===== src/rtl/seq_restoring_divider.sv =====
// Iterative unsigned restoring divider: one quotient bit per clock,
// valid/ready handshakes on operand input and result output.
module seq_restoring_divider #(
    parameter int DIVIDEND_W = 16,
    parameter int DIVISOR_W  = 8
) (
    input  logic                  clk,
    input  logic                  rst_n,
    input  logic                  in_valid,
    output logic                  in_ready,
    input  logic [DIVIDEND_W-1:0] dividend,
    input  logic [DIVISOR_W-1:0]  divisor,
    output logic                  out_valid,
    input  logic                  out_ready,
    output logic [DIVIDEND_W-1:0] quotient,
    output logic [DIVISOR_W-1:0]  remainder,
    output logic                  div_by_zero
);

    localparam int CW = $clog2(DIVIDEND_W + 1);
    localparam logic [DIVISOR_W:0] ONE = {{DIVISOR_W{1'b0}}, 1'b1};

    typedef enum logic [1:0] {IDLE, RUN, DONE} state_t;

    state_t                  state_q, state_d;
    logic [DIVIDEND_W-1:0]   q_q, q_d;
    logic [DIVISOR_W-1:0]    d_q, d_d;
    logic [DIVISOR_W:0]      r_q, r_d;
    logic [CW-1:0]           cnt_q, cnt_d;
    logic                    z_q, z_d;
    logic                    in_ready_q, in_ready_d;
    logic                    out_valid_q, out_valid_d;
    logic [DIVIDEND_W-1:0]   quot_q, quot_d;
    logic [DIVISOR_W-1:0]    rem_q, rem_d;
    logic                    dbz_q, dbz_d;

    logic [DIVISOR_W:0]      r_shift;
    logic [DIVISOR_W:0]      trial;

    // Guard bit of R is always 0 between iterations, so it can be dropped on the shift.
    assign r_shift = {r_q[DIVISOR_W-1:0], q_q[DIVIDEND_W-1]};
    assign trial   = r_shift + ~{1'b0, d_q} + ONE;

    always_comb begin
        state_d     = state_q;
        q_d         = q_q;
        d_d         = d_q;
        r_d         = r_q;
        cnt_d       = cnt_q;
        z_d         = z_q;
        out_valid_d = out_valid_q;
        quot_d      = quot_q;
        rem_d       = rem_q;
        dbz_d       = dbz_q;

        case (state_q)
            IDLE: begin
                if (in_valid && in_ready_q) begin
                    q_d   = dividend;
                    d_d   = divisor;
                    r_d   = '0;
                    cnt_d = CW'(DIVIDEND_W);
                    z_d   = 1'b0;
                    if (divisor == '0) begin
                        q_d     = '1;
                        r_d     = {1'b0, dividend[DIVISOR_W-1:0]};
                        z_d     = 1'b1;
                        state_d = DONE;
                    end else begin
                        state_d = RUN;
                    end
                end
            end
            RUN: begin
                r_d   = trial[DIVISOR_W] ? r_shift : trial;
                q_d   = {q_q[DIVIDEND_W-2:0], ~trial[DIVISOR_W]};
                cnt_d = cnt_q - CW'(1);
                if (cnt_q == CW'(1))
                    state_d = DONE;
            end
            DONE: begin
                // First DONE cycle loads the result registers; later cycles wait for the consumer.
                if (!out_valid_q) begin
                    out_valid_d = 1'b1;
                    quot_d      = q_q;
                    rem_d       = r_q[DIVISOR_W-1:0];
                    dbz_d       = z_q;
                end else if (out_ready) begin
                    out_valid_d = 1'b0;
                    state_d     = IDLE;
                end
            end
            default: state_d = IDLE;
        endcase

        in_ready_d = (state_d == IDLE);
    end

    always_ff @(posedge clk or negedge rst_n) begin
        if (!rst_n) begin
            state_q     <= IDLE;
            q_q         <= '0;
            d_q         <= '0;
            r_q         <= '0;
            cnt_q       <= '0;
            z_q         <= 1'b0;
            in_ready_q  <= 1'b0;
            out_valid_q <= 1'b0;
            quot_q      <= '0;
            rem_q       <= '0;
            dbz_q       <= 1'b0;
        end else begin
            state_q     <= state_d;
            q_q         <= q_d;
            d_q         <= d_d;
            r_q         <= r_d;
            cnt_q       <= cnt_d;
            z_q         <= z_d;
            in_ready_q  <= in_ready_d;
            out_valid_q <= out_valid_d;
            quot_q      <= quot_d;
            rem_q       <= rem_d;
            dbz_q       <= dbz_d;
        end
    end

    assign in_ready    = in_ready_q;
    assign out_valid   = out_valid_q;
    assign quotient    = quot_q;
    assign remainder   = rem_q;
    assign div_by_zero = dbz_q;

endmodule

===== config.mk =====
export PLATFORM = sky130hd
export DESIGN_NAME = seq_restoring_divider
export DESIGN_NICKNAME = d
export VERILOG_FILES = /design/src/rtl/seq_restoring_divider.sv
export SDC_FILE = /design/constraint.sdc
export NUM_CORES = 1
export LEC_CHECK = 0
export CAP_MARGIN = 20
export CORE_MARGIN = 4
export CORE_UTILIZATION = 25
export DETAILED_ROUTE_END_ITERATION = 16
export GPL_TIMING_DRIVEN = 0
export PLACE_DENSITY = 0.41
export SYNTH_ARGS = -nofsm -noshare
export SYNTH_HDL_FRONTEND = slang
export SYNTH_SLANG_ARGS = --single-unit

===== constraint.sdc =====
create_clock -name clk -period 2.51 [get_ports clk]
set_input_delay 0.251 -clock clk [delete_from_list [all_inputs] [get_ports clk]]
set_output_delay 0.251 -clock clk [all_outputs]
set_load 0.1 [all_outputs]

==> flow_metrics.py <==
metrics = {
    "outcome": {
        "status": "complete, no violations",
    },
    "setup_path": {
        "critPathLaunchType": "register",
        "critPathMaxFanout": 6,
        "cp_slowest_cell": "fa_2",
        "path_buf_inv": 2,
        "worst_path_dominant_cell_family": "compound AO/OA/AOI/OAI gates",
        "r2r_setup_slack_ns": 0.13,
        "endpoint_kind": "register",
        "critPathMaxStageDelay_ns": 0.42,
        "cp_cell_sequence": "inv_2 -> ha_4 -> inv_1 -> fa_2 -> a211oi_4 -> o211ai_1 -> o211ai_4 -> mux2i_1 -> a221o_1",
        "crit_type": "register to register",
        "r2r-start": "q_q[15]",
        "critPathArrivalTime_ns": 2.60,
        "r2r_end": "r_q[0]",
        "r2r_cells": 9,
        "worst_ep_required_time_ns": 2.73,
    },
    "synthesis": {
        "syn_inst": 326,
        "synthFlopType": "dfrtp_1",
        "yosys.cell_types.count": 45,
        "synth-async-reset-ratio": 1.00,
        "ys_ff_latch": 67,
        "ys_warn_count": 0,
        "synth.avg_cell_area_um2": 10.3,
        "ys_seq_area_frac": 0.501,
        "synthesis.nets": 365,
        "syn_area_um2": 3340,
        "synth_edf_count": 0,
    },
    "routing": {
        "vias": 2630,
        "dr.pass1.iters": 4,
        "via_per_inst": 4.58,
        "post_drt_wl_per_cell_um": 16.3,
        "wl_mm": 9.34,
        "ant_nets": 0,
        "drc": 0,
        "drt_iter0_drc": 106,
    },
    "finish": {
        "final_cells": 574,
        "fin_nets": 436,
        "diodes": 0,
        "drive_above_1_share": 0.164,
        "area_growth_pct": 35.0,
        "layout_common_cells": "67 x dfrtp_1, 53 x clkdlybuf4s50_1, 52 x nand2_1",
        "final_common_cell": "dfrtp_1",
    },
    "clocking": {
        "htree_levels": 3,
        "cts_sinks": 67,
        "cts_buffer_depth": 2,
        "cts_buffers": 9,
        "cts_tree": "yes",
        "root_buffer": "clkbuf_16",
        "clock_latency_ns": 0.34,
        "clk_pin_slew_ns": 0.06,
    },
    "global_routing": {
        "antenna_found_initial": 0,
        "grt_pass1_wl_mm": 15.0,
        "grt_pass1_vias": 2770,
        "grtUsageTotal": 0.133,
        "grt-ovfl-total": 0,
        "grt_max_degree": 57,
    },
    "timing": {
        "clock_skew_ns": 0.00616,
        "max-slew-margin-rel": 0.334,
        "finalCritPeriodShare": 0.947,
        "holdWs_ns": 0.319,
        "finalHoldViolCount": 0,
        "rsz0062_at_grt": "no",
        "fin_crit_ns": 2.38,
        "worst_slack_ns": 0.134,
        "slew_violations": 0,
        "timing.setup.tns_ns": 0,
        "tightest_slew_ns": 0.996,
        "fmax_mhz": 421,
        "setup_violations": 0,
    },
    "placement": {
        "post-place-ws_ns": -0.0473,
        "port_buffers": 54,
        "dp_hpwl_mm": 6.75,
        "place_inst": 553,
        "gp_congestion": 0.780,
    },
    "floorplan": {
        "num_rows": 41,
        "fp.dieArea_um2": 15300,
        "die_x_um": 124,
        "die_h_um": 124,
        "coreArea_um2": 12900,
        "start_util": 0.260,
        "pin_count": 55,
    },
    "job": {
        "cap_violations": 0,
    },
    "hold_path": {
        "hold_path_class": "input pin to asynchronous set/reset pin",
    },
}
-- cell families (layout without fill, tap and decap cells) --
family	after synthesis	in the layout	synth area share
and+or+nand+nor	115	115	0.162
AOI/OAI and AO/OA	67	67	0.138
DFF	67	67	0.501
muxes	34	34	0.112
buffers and inverters	28	104	0.0329
adders and majority gates	11	11	0.0434
xor gates and xnor gates	4	4	0.0105
-- registers in the layout (all words and copies together) (netlist names) --
register     count
state_q          2
quotient        16
q_q             16
div_by_zero      1
cnt_q            5
z_q              1
d_q              8
out_valid        1
r_q              8
remainder        8
in_ready         1
-- routing by layer --
| layer | up-vias | share of wire | global-route usage |
|---|---|---|---|
| met5 | - | 0 | 0 |
| met3 | 12 | 0.047 | 0.0336 |
| li1 | 1295 | - | - |
| met1 | 1271 | 0.50 | 0.187 |
| met4 | 0 | 0.019 | 0.0602 |
| met2 | 52 | 0.44 | 0.192 |
-- repair_timing --
item                                    4_1_cts  5_1_grt
endpoints found under the setup margin        2        7
hold buffers                                  1        0
setup buffers                                 0        4
hold endpoints to repair                     11        0
resized for setup                             2       10
pin swaps                                     1        6
-- cell type report --
| cell class | count | area [um2] |
|---|---|---|
| plain buffers | 16 | 65.1 |
| multi-input cells | 231 | 1610 |
| fillers | 1315 | 8360 |
| well taps | 172 | 215 |
| clock buffers | 10 | 229 |
| inverters | 12 | 45.0 |
| clock inverters | 6 | 66.3 |
| flip-flops and latches | 67 | 1680 |
| repair buffers | 60 | 609 |
-- synth_stat cells (2+ instances only) --
cell type | count | area [um2]
dfrtp_1 | 67 | 1680
o21ai_0 | 23 | 115
clkbuf_1 | 12 | 45.0
o211ai_1 | 2 | 15.0
a221oi_1 | 9 | 78.8
nand2b_1 | 3 | 18.8
nor2b_1 | 4 | 25.0
and3_1 | 7 | 43.8
mux2i_1 | 6 | 60.1
nor2_1 | 24 | 90.1
nand2_1 | 52 | 195
ha_1 | 10 | 125
a21oi_1 | 14 | 70.1
nor3_1 | 5 | 25.0
xor2_1 | 3 | 26.3
buf_2 | 4 | 20.0
nor4_1 | 2 | 12.5
or4_1 | 3 | 22.5
mux2_2 | 28 | 315
nand3_1 | 6 | 30.0
a211oi_1 | 7 | 52.6
inv_1 | 12 | 45.0
-- how the worst max path moves through the flow --
stage                              end  depth (start not counted)    start  slack, ns
after detailed placement        r_q[7]                          9  q_q[15]      -0.05
after floorplan                 r_q[0]                          9  q_q[15]       0.28
final                           r_q[0]                          9  q_q[15]       0.13
after global placement    quotient[10]                          1    rst_n      -1.38
after global routing            r_q[0]                          9  q_q[15]      0.007
after CTS                       r_q[0]                          9  q_q[15]       0.03
-- through the flow --
step / instance area (um2) / utilization
2_1_floorplan: 3340 / -
3_3_place_gp: 4100 / 0.318
3_5_place_dp: 4120 / 0.320
4_1_cts: 4440 / 0.345
5_1_grt: 4510 / 0.350
6_report: 4510 / 0.350
-- worst reg2reg max path, delay by kind of cell, from the launching register on --
family          cells  cell delay, ns
mux                 1            0.14
buf+inv             2            0.15
flops               1            0.38
fa+ha+maj           2            0.55
compound gates      4            1.04
Power is left out: the tool's default activity adds up to more than one toggle a clock period on the data nets, which glitch-free logic cannot reach.
